===== src/rtl/fetch_stage.sv =====
// Instruction-fetch stage and IF/ID pipeline register for the MIPS32 core.
// Owns the PC and applies ID-resolved redirects, decode stalls and halt.
module fetch_stage #(
  parameter logic [31:0] RESET_PC = 32'h0000_0000,
  parameter logic [31:0] NOP_WORD = 32'h0000_0000,
  parameter int unsigned CNT_W    = 32
) (
  input  logic             Clk,
  input  logic             Rst,
  output logic [31:0]      imem_addr,
  input  logic [31:0]      imem_rdata,
  input  logic             ID_stall,
  input  logic             branch_taken,
  input  logic [31:0]      branch_target,
  input  logic             jump,
  input  logic [31:0]      jump_target,
  input  logic             JR,
  input  logic [31:0]      jr_target,
  input  logic             halt,
  output logic [31:0]      IF_ID_Instruction,
  output logic [31:0]      IF_ID_PCPlus4,
  output logic             IF_ID_valid,
  output logic [CNT_W-1:0] fetch_count,
  output logic [CNT_W-1:0] bubble_count
);

  typedef enum logic [1:0] {
    BOOT   = 2'd0,
    RUN    = 2'd1,
    HALTED = 2'd2
  } state_e;

  state_e           state_q, state_d;
  logic [31:0]      pc_q, pc_d;
  logic [31:0]      if_id_instr_q, if_id_instr_d;
  logic [31:0]      if_id_pc4_q, if_id_pc4_d;
  logic             if_id_valid_q, if_id_valid_d;
  logic [CNT_W-1:0] fetch_cnt_q, fetch_cnt_d;
  logic [CNT_W-1:0] bubble_cnt_q, bubble_cnt_d;

  logic        redirect;
  logic [31:0] redirect_target;
  logic [31:0] pc_plus4;

  // A redirect is only meaningful when ID holds a real instruction to resolve.
  assign redirect = if_id_valid_q & (JR | jump | branch_taken);
  assign pc_plus4 = pc_q + 32'd4;

  always_comb begin
    if (JR)        redirect_target = jr_target;
    else if (jump) redirect_target = jump_target;
    else           redirect_target = branch_target;
  end

  always_comb begin
    // NOTE: every signal gets its hold value first so no path can infer a latch.
    state_d       = state_q;
    pc_d          = pc_q;
    if_id_instr_d = if_id_instr_q;
    if_id_pc4_d   = if_id_pc4_q;
    if_id_valid_d = if_id_valid_q;
    fetch_cnt_d   = fetch_cnt_q;
    bubble_cnt_d  = bubble_cnt_q;

    unique case (state_q)
      BOOT: begin
        state_d = RUN;
      end
      RUN: begin
        if (!ID_stall) begin
          if (redirect) begin
            // No delay slot: the word fetched this cycle is on the wrong path.
            pc_d          = redirect_target & 32'hFFFF_FFFC;
            if_id_instr_d = NOP_WORD;
            if_id_valid_d = 1'b0;
            bubble_cnt_d  = bubble_cnt_q + CNT_W'(1);
          end else begin
            pc_d          = pc_plus4;
            if_id_instr_d = imem_rdata;
            if_id_pc4_d   = pc_plus4;
            if_id_valid_d = 1'b1;
            fetch_cnt_d   = fetch_cnt_q + CNT_W'(1);
          end
          if (halt) state_d = HALTED;
        end
      end
      HALTED: begin
        if_id_valid_d = 1'b0;
      end
      default: begin
        state_d = BOOT;
      end
    endcase
  end

  // NOTE: sequential state uses non-blocking assignments so all flops update together.
  always_ff @(posedge Clk or negedge Rst) begin
    if (!Rst) begin
      state_q       <= BOOT;
      pc_q          <= RESET_PC;
      if_id_instr_q <= NOP_WORD;
      if_id_pc4_q   <= 32'd0;
      if_id_valid_q <= 1'b0;
      fetch_cnt_q   <= '0;
      bubble_cnt_q  <= '0;
    end else begin
      state_q       <= state_d;
      pc_q          <= pc_d;
      if_id_instr_q <= if_id_instr_d;
      if_id_pc4_q   <= if_id_pc4_d;
      if_id_valid_q <= if_id_valid_d;
      fetch_cnt_q   <= fetch_cnt_d;
      bubble_cnt_q  <= bubble_cnt_d;
    end
  end

  assign imem_addr         = pc_q;
  assign IF_ID_Instruction = if_id_instr_q;
  assign IF_ID_PCPlus4     = if_id_pc4_q;
  assign IF_ID_valid       = if_id_valid_q;
  assign fetch_count       = fetch_cnt_q;
  assign bubble_count      = bubble_cnt_q;

endmodule


===== config.mk =====
export PLATFORM = sky130hd
export DESIGN_NAME = fetch_stage
export DESIGN_NICKNAME = d
export VERILOG_FILES = /design/src/rtl/fetch_stage.sv
export SDC_FILE = /design/constraint.sdc
export NUM_CORES = 1
export LEC_CHECK = 0
export BUFFER_PORTS_ARGS = -buffer_cell sky130_fd_sc_hd__buf_2
export CAP_MARGIN = 20
export CORE_UTILIZATION = 54
export CTS_BUF_LIST = sky130_fd_sc_hd__clkbuf_4 sky130_fd_sc_hd__clkbuf_8 sky130_fd_sc_hd__clkbuf_16
export CTS_CLUSTER_DIAMETER = 30
export DETAILED_ROUTE_END_ITERATION = 6
export PLACE_DENSITY = 0.86
export SLEW_MARGIN = 5
export SYNTH_ARGS = -nofsm -noshare
export SYNTH_HDL_FRONTEND = slang
export SYNTH_SLANG_ARGS = --single-unit

===== constraint.sdc =====
create_clock -name Clk -period 5.2 [get_ports Clk]
set_clock_uncertainty 0.1 [all_clocks]
set_input_delay 0.26 -clock Clk [delete_from_list [all_inputs] [get_ports Clk]]
set_output_delay 0.26 -clock Clk [all_outputs]
set_load 0.01 [all_outputs]

==> results of run 1 <==
==> synth_stat cells, drive strengths merged (6+ instances only) <==
master and number:
a211oi 6, a21oi 20, a2bb2oi 8, and3 18, buf 15, clkbuf 38
dfrtp 159, inv 10, mux2 10, mux2i 28, nand2 171, nand3 75
nand4 28, nor2 45, nor3 26, nor4 6, o21ai 53, o22ai 12
xnor2 56, xor2 30
==> timing repair <==
action                                 in CTS  in global routing
hold buffers                               34                  0
endpoints found under the hold margin      81                  0
resized for setup                           0                  0
setup buffers                               0                  0
==> sequential cells by signal (all words and copies together), names as in the netlist <==
register,cells
state_q,2
IF_ID_valid,1
IF_ID_Instruction,32
bubble_count,32
imem_addr,30
IF_ID_PCPlus4,30
fetch_count,32
==> worst max-delay path: cells and delay by family <==
kind / cells / cell delay (ns)
and+or+nand+nor: 4 / 1.96
buffers and inverters: 3 / 1.09
xor gates and xnor gates: 1 / 0.16
==> cell type report <==
cell class	instances	area, um2	area share [%]
antenna	7	17.52	0.1654
clock buffer	20	454.2	4.289
clock inverter	12	135.1	1.276
inverter	10	37.54	0.3544
multi-input combinational	653	3896	36.79
sequential	159	3979	37.57
tap	184	230.2	2.174
timing repair buffer	328	1841	17.38
==> cell families after synthesis <==
kind of cell / count (synthesis) / synth area share [%]
buffers and inverters: 63 / 3.210
XOR/XNOR: 86 / 9.290
adder cells (fa/ha/maj): 3 / 0.4630
multiplexers: 38 / 4.846
flip-flops: 159 / 49.07
other: 1 / 0.04625
AND/OR/NAND/NOR: 392 / 22.95
AO/OA/AOI/OAI: 130 / 10.12
==> per-stage QoR <==
step                worst slack, ns  utilization (%)  total power, mW  cells
finish                        1.958            72.59            5.016   1373
global route                  1.786            72.59            5.276   1373
CTS                           2.013            72.47            4.966   1366
detailed placement            2.067            66.10            3.684   1300
global placement              2.084            66.10            3.616   1300
floorplan                     2.926                -            2.941    875
==> path summary, 6_finish.rpt <==
kind                                 startpoint           endpoint  slack, ns  cells after the start
worst max register to register       state_q[1]   bubble_count[31]       2.00                      6
max in group asynchronous                   Rst  IF_ID_PCPlus4[11]       3.57                      3
worst max-delay path                   ID_stall   bubble_count[31]       1.96                      8
worst min register to register  fetch_count[31]    fetch_count[31]       0.36                      1
worst min-delay path                       halt         state_q[1]       0.03                      3
min in group asynchronous                   Rst   bubble_count[16]       0.25                      2
==> routing by layer <==
layer	routed length (um)	GRT usage [%]
met4	836	16.58
met1	9930	40.49
met2	13070	56.87
met5	0	0
met3	1982	8.290
==> power by group <==
group | switching (mW) | leakage (nW) | total (mW) | internal [mW]
Sequential | 0.399 | 2.01 | 2.00 | 1.60
Combinational | 1.05 | 3.00 | 1.75 | 0.700
Clock | 0.528 | 0.286 | 1.26 | 0.734
Total | 1.98 | 5.29 | 5.02 | 3.04
==> flow_summary.json, run 1 <==
{
  "mostFrequentLayoutCells": "284 x buf_2, 170 x nand2_1, 159 x dfrtp_1, 75 x nand3_1, 56 x xnor2_1",
  "critPathMaxFanout": 41,
  "synth_area_leaders": "dfrtp_1 49%, nand2_1 7.9%, xnor2_1 6.0%",
  "placed_area_um2": 9643,
  "antenna_found_initial": 7,
  "critPathMaxStageDelay_ns": 0.73,
  "wl_per_cell_um": 18.81,
  "synth.yosys.warnings": 0,
  "avgSynthCellArea_um2": 9.298,
  "setup_viol": 0,
  "ir_worst_vdd_v": 0.0002950,
  "synth_cell_type_count": 54,
  "required_ns": 5.45,
  "syn_to_final_growth_pct": 30.62,
  "synth_edf_count": 0,
  "endpoint_kind": "register",
  "finalCritPeriodShare_pct": 62.35,
  "worstSetupPathType": "in -> reg",
  "via_per_inst": 5.765,
  "yosysTopAreaCell": "dfrtp_1",
  "grt_max_degree": 87,
  "layout_commonest_cell": "buf_2",
  "layout-drive-gt1-share_pct": 29.70,
  "powerDensity_nw_per_um2": 473.6,
  "fin_area_um2": 10590,
  "max_freq_mhz": 308.4,
  "holdWs_ns": 0.02973,
  "grt_pass1_vias": 7793,
  "crit_path_top_delay_cell": "nor3_1",
  "drc_errors": 0,
  "die-width_um": 124.5,
  "clk_pin_slew_ns": 0.06,
  "cts_buffers": 17,
  "cts_tree": "built",
  "gr-total-overflow": 0,
  "ys_ff_latch": 159,
  "finalNetCount": 1307,
  "async_flop_share_pct": 100.0,
  "hold_class": "in -> reg",
  "power_leakage_nw": 5.289,
  "initial_core_util_pct": 55.57,
  "gp_congestion": 0.8353,
  "port_buffers": 285,
  "core_area_um2": 14590,
  "postRouteAntennaNets": 0,
  "dp_hpwl_mm": 16.97,
  "setup_tns_ns": 0,
  "routed_wl_mm": 25.82,
  "hold_violations": 0,
  "dieArea_um2": 15510,
  "critPathArrivalTime_ns": 3.50,
  "synthFlopType": "dfrtp_1",
  "clk_path_buf_depth": 2,
  "io_pins": 296,
  "cts.sinks": 159,
  "rsz0062_at_grt": "no",
  "slew_headroom_pct": 33.97,
  "tightest_slew_ns": 0.9869,
  "seq_area_frac_synth_pct": 49.07,
  "grt_usage_pct": 33.84,
  "synth_area_um2": 8108,
  "htreeDepth": 4,
  "synth_top_area_share_pct": 49.07,
  "worstSetupStartpointType": "input pin",
  "maxCapViolCount": 0,
  "dr.pass1.iters": 5,
  "die_y_um": 124.5,
  "finalMaxSlewViolations": 0,
  "layout_min_cycle_time_ns": 3.242,
  "grt_pass1_wl_mm": 40.91,
  "outcome": "completed",
  "synthCells": 872,
  "placementRows": 44,
  "vias": 7915,
  "nFillCells": 1035,
  "drt_iter0_drc": 702,
  "cp_cell_sequence": "dlygate4sd3_1 -> buf_2 -> or3b_2 -> buf_4 -> nor3_1 -> nand3_1 -> nor3_1 -> xor2_1",
  "clk_latency_ns": 0.43,
  "cpMostUsedCell": "nor3_1",
  "root_buffer": "clkbuf_16"
}
Power figures use the tool's default switching activity.
==> run 2: changes to the inputs <==
- ABC_AREA: unset -> 1
- CORE_UTILIZATION: 54 -> 51
- PLACE_DENSITY: 0.86 -> 0.81
- clock period: 5.2 -> 3.2 ns (I/O delays scaled with it)
==> run 2 against run 1 <==
First-iteration DRC count is 5.0% higher. Critical path depth is 1 lower. Core utilization is 4.9 points lower. Critical path type is now reg -> reg.
==> flow_summary.json, run 2 <==
{
  "outcome": "completed",
  "synth_top_area_share_pct": 44.55,
  "async_flop_share_pct": 100.0,
  "fin_area_um2": 11630,
  "seq_area_frac_synth_pct": 44.55,
  "grt_max_degree": 79,
  "clk_pin_slew_ns": 0.07,
  "p_comb_share_pct": 7.1,
  "yosysTopAreaCell": "dfrtp_1",
  "via_per_inst": 5.201,
  "io_pins": 296,
  "layout_min_cycle_time_ns": 2.252,
  "required_ns": 3.45,
  "setup_tns_ns": 0,
  "initial_core_util_pct": 52.00,
  "p_seq_share_pct": 47.1,
  "placementRows": 48,
  "critPathMaxFanout": 40,
  "cts_tree": "built",
  "finalNetCount": 1740,
  "internal-power_mw": 3.306,
  "nFillCells": 1502,
  "worstSetupPathType": "reg -> reg",
  "wl_per_cell_um": 15.03,
  "tightest_slew_ns": 0.7265,
  "finalMaxSlewViolations": 0,
  "dieArea_um2": 18040,
  "max_freq_mhz": 444.1,
  "setup_viol": 0,
  "critPathArrivalTime_ns": 2.51,
  "synth_edf_count": 0,
  "syn_to_final_growth_pct": 30.22,
  "core_area_um2": 17180,
  "vias": 9569,
  "cts.sinks": 159,
  "mostFrequentLayoutCells": "526 x nand2_1, 284 x buf_2, 176 x nor2_1, 159 x dfrtp_1, 108 x nand3_1",
  "slew_headroom_pct": 51.57,
  "powerDensity_nw_per_um2": 374.8,
  "synth_area_leaders": "dfrtp_1 45%, nand2_1 22%, nor2_1 7.4%",
  "drt_iter0_drc": 737,
  "critPathMaxStageDelay_ns": 0.52,
  "synthFlopType": "dfrtp_1",
  "power_leakage_nw": 6.145,
  "dr.pass1.iters": 5,
  "clk_path_buf_depth": 2,
  "hold_violations": 0,
  "gp_congestion": 0.9304,
  "die-width_um": 134.3,
  "postCtsResizedCells": 0,
  "grt_pass1_wl_mm": 44.89,
  "drc_errors": 0,
  "cts_buffers": 17,
  "crit_path_top_delay_cell": "inv_2",
  "power.switching_mw": 1.052,
  "synth_area_um2": 8931,
  "endpoint_kind": "register",
  "ir_worst_vdd_v": 0.0003663,
  "dp_hpwl_mm": 19.96,
  "htreeDepth": 4,
  "cp_cell_sequence": "inv_1 -> nand2_1 -> nor2_4 -> nand2_2 -> inv_2 -> buf_12 -> a22o_1",
  "gr-total-overflow": 0,
  "layout_commonest_cell": "nand2_1",
  "synth.most_common_cell": "nand2_1",
  "die_y_um": 134.3,
  "finalCritPeriodShare_pct": 70.36,
  "routed_wl_mm": 27.66,
  "avgSynthCellArea_um2": 6.999,
  "grt_pass1_vias": 9317,
  "synth_commonest_cells": "526 x nand2_1, 176 x nor2_1, 159 x dfrtp_1",
  "hold_class": "in -> reg",
  "ys_ff_latch": 159,
  "worstSetupStartpointType": "register",
  "postRouteAntennaNets": 0,
  "post_cts_buffers": 0,
  "port_buffers": 285,
  "root_buffer": "clkbuf_16",
  "swShare_pct": 24.14,
  "synthCells": 1276,
  "n_antenna_cell": 0,
  "layout-drive-gt1-share_pct": 21.24,
  "antenna_found_initial": 0,
  "synth.yosys.warnings": 0,
  "grt_usage_pct": 31.63,
  "clk_latency_ns": 0.42,
  "synth_cell_type_count": 30,
  "placed_area_um2": 10540,
  "rsz0062_at_grt": "no",
  "pwr-share-clk_pct": 45.8,
  "maxCapViolCount": 0
}
run 2: final cells by class:
cell class	count	area [um2]	share of cell area, %
well taps	225	281.5	2.421
inverters	92	345.3	2.969
flip-flops and latches	159	3979	34.21
multi-input cells	987	4413	37.95
repair buffers	345	2036	17.50
clock inverters	13	128.9	1.108
clock buffers	19	446.7	3.841
run 2: worst paths after layout:
check	from	endpoint	slack [ns]	cells after the start
max in group asynchronous	Rst	imem_addr[17]	1.95	3
worst max register to register	state_q[1]	IF_ID_Instruction[21]	0.95	7
worst min-delay path	jr_target[22]	imem_addr[22]	0.009	5
worst max-delay path	state_q[1]	IF_ID_Instruction[21]	0.95	7
min in group asynchronous	Rst	fetch_count[7]	0.23	2
worst min register to register	IF_ID_PCPlus4[4]	IF_ID_PCPlus4[4]	0.38	2
run 2: power groups by stage:
stage / Clock (mW) / Sequential [mW] / Combinational (mW)
after floorplan: 0 / 2.10 / 0.0868
final: 2.00 / 2.05 / 0.310
after global routing: 2.10 / 2.05 / 0.346
after CTS: 2.02 / 2.05 / 0.307
after global placement: 0 / 2.09 / 0.252
after detailed placement: 0 / 2.09 / 0.259
run 2: layer usage:
layer	global-route usage (%)	vias up	wire length, um
li1	-	4686	-
met1	40.24	4393	11420
met2	52.59	420	13380
met3	6.236	70	1953
met4	13.42	0	908
met5	0	-	0
run 2: per-stage QoR:
step | hold slack [ns] | total power, mW | instances | utilization, % | worst slack [ns]
after floorplan | -0.2356 | 2.186 | 1279 | - | 1.566
after global placement | 0.1474 | 2.341 | 1757 | 61.39 | 0.8009
after detailed placement | 0.1451 | 2.348 | 1757 | 61.39 | 0.7365
after CTS | 0.002959 | 4.380 | 1840 | 67.71 | 0.9434
after global routing | 0.01489 | 4.502 | 1840 | 67.71 | 0.7798
final | 0.009028 | 4.359 | 1840 | 67.71 | 0.9483
run 2: cells by family after synthesis:
group | after synthesis | synth area share (%)
and+or+nand+nor | 844 | 38.13
DFF | 159 | 44.55
buffers and inverters | 133 | 6.220
AOI/OAI and AO/OA | 105 | 7.593
xor gates and xnor gates | 31 | 3.040
adders and majority gates | 3 | 0.4203
other | 1 | 0.04199
run 2: timing repair:
item,CTS,global route
hold endpoints to repair,126,0
hold buffers,51,0
setup endpoints to repair,0,0
run 2: critical path, delay by kind of cell, from the launching register on:
family                 cells  cell delay (ns)
buffers and inverters      3             0.89
and+or+nand+nor            3             0.59
DFF                        1             0.38
AOI/OAI and AO/OA          1             0.18
==> run 3: changes to the inputs <==
- ABC_AREA: 1 -> 0
- CORE_UTILIZATION: 51 -> 50
- clock period: 3.2 -> 2.3 ns (I/O delays scaled with it)
==> run 3 against run 2 <==
Critical endpoint is now imem_addr[28]. First-iteration DRC count shrank 39%. Total power grew to 2.6 times the previous value. Largest power group unchanged. Highest routed layer is now met5. Final cell count shrank 22%.
==> flow_summary.json, run 3 (same netlist as run 1, synthesis figures left out) <==
{
  "outcome": "completed",
  "gr-total-overflow": 0,
  "core_area_um2": 15890,
  "grt_pass1_wl_mm": 38.61,
  "grt_max_degree": 77,
  "mostFrequentLayoutCells": "284 x buf_2, 170 x nand2_1, 159 x dfrtp_1, 75 x nand3_1, 56 x xnor2_1",
  "wl_per_cell_um": 17.34,
  "finalMaxSlewViolations": 0,
  "final_core_util_pct": 69.01,
  "holdWs_ns": 0.04463,
  "routed_wl_mm": 24.94,
  "drc_errors": 0,
  "setup_tns_ns": 0,
  "root_buffer": "clkbuf_16",
  "die_y_um": 129.3,
  "tightest_slew_ns": 0.7297,
  "critPathMaxFanout": 7,
  "layout-drive-gt1-share_pct": 31.64,
  "dr.pass1.iters": 5,
  "rsz0062_at_grt": "no",
  "finalCritPeriodShare_pct": 94.55,
  "grt_pass1_vias": 7370,
  "cts_buffers": 17,
  "via_per_inst": 5.388,
  "worstSetupPathType": "reg -> reg",
  "finalNetCount": 1345,
  "hold_class": "in -> reg",
  "port_buffers": 285,
  "postRouteAntennaNets": 0,
  "grt_usage_pct": 30.28,
  "post_cts_buffers": 0,
  "powerDensity_nw_per_um2": 1050,
  "slew_headroom_pct": 51.35,
  "layout_commonest_cell": "buf_2",
  "required_ns": 2.51,
  "max_freq_mhz": 459.8,
  "die-width_um": 129.3,
  "worstSetupStartpointType": "register",
  "power.total_mw": 11.51,
  "maxCapViolCount": 0,
  "top_usage_layer": "met2",
  "cts_tree": "built",
  "vias": 7748,
  "gp_congestion": 0.8407,
  "htreeDepth": 4,
  "setup_viol": 0,
  "syn_to_final_growth_pct": 35.22,
  "ir_worst_vdd_v": 0.0006520,
  "dp_slack_ns": 0.1100,
  "clk_latency_ns": 0.42,
  "dieArea_um2": 16730,
  "antenna_found_initial": 3,
  "layout_min_cycle_time_ns": 2.175,
  "drt_iter0_drc": 446,
  "placementRows": 46,
  "clk_path_buf_depth": 2,
  "clk_pin_slew_ns": 0.07,
  "power_leakage_nw": 5.487,
  "grt_util_met3_pct": 7.308,
  "io_pins": 296,
  "dp_hpwl_mm": 17.70,
  "setup_slack_ns": 0.1254,
  "endpoint_kind": "register",
  "hold_violations": 0,
  "grt_use_met1_pct": 36.98,
  "cts.sinks": 159,
  "use_met2_pct": 52.12,
  "critPathArrivalTime_ns": 2.38,
  "initial_core_util_pct": 51.04
}
run 3: cell count changes in the layout (fill, tap and decap cells not counted), moves of 19 or more:
| cell | previous run | this run |
|---|---|---|
| a22o_1 | 32 | 1 |
| nand2_1 | 526 | 170 |
| nand3_1 | 108 | 75 |
| nor2_1 | 176 | 45 |
| xnor2_1 | 16 | 56 |
| nor3_1 | 4 | 23 |
| mux2i_1 | 0 | 28 |
| inv_1 | 89 | 10 |
| buf_4 | 7 | 40 |
run 3: power breakdown:
part,internal (mW),switching (mW)
sequential,3.62,0.723
clock,1.55,1.28
combinational,1.80,2.53
total,6.97,4.54
run 3: through the flow:
step	std cells	area (um2)
2_1_floorplan	875	8119
3_3_place_gp	1366	9976
3_5_place_dp	1366	9976
4_1_cts	1436	10950
5_1_grt	1438	10960
6_report	1438	10960
run 3: metal layers:
| layer | up-vias | part of all wire [%] |
|---|---|---|
| li1 | 3709 | - |
| met1 | 3692 | 41 |
| met2 | 301 | 50 |
| met3 | 44 | 6.5 |
| met4 | 2 | 2.6 |
| met5 | - | 0.052 |
run 3: worst paths after layout:
path | cells after the start | start | end | slack (ns)
worst min register to register | 2 | IF_ID_Instruction[10] | IF_ID_Instruction[10] | 0.36
worst min-delay path | 3 | jr_target[17] | imem_addr[17] | 0.04
worst max-delay path | 5 | imem_addr[10] | imem_addr[28] | 0.13
min in group asynchronous | 2 | Rst | bubble_count[21] | 0.08
worst max register to register | 5 | imem_addr[10] | imem_addr[28] | 0.13
max in group asynchronous | 3 | Rst | IF_ID_Instruction[29] | 1.27
run 3: area by class of cell:
type | instances | area [um2]
repair buffers | 366 | 2173
well taps | 216 | 270.3
inverters | 10 | 37.54
flip-flops and latches | 159 | 3979
clock buffers | 17 | 425.4
clock inverters | 15 | 171.4
diodes | 2 | 5.005
fillers | 1277 | 4922
multi-input cells | 653 | 3901
run 3: repair_timing:
action / in CTS / in global routing
hold buffers: 38 / 0
hold endpoints to repair: 93 / 0
resized for setup: 0 / 1
setup endpoints to repair: 0 / 1
run 3: worst max-delay path, stage by stage, from the launching register on:
cell     delay, ns
dfrtp_1       0.44
nand3_1       0.31
or3_1         0.51
nor3_1        0.39
a31oi_1       0.14
o22a_1        0.18
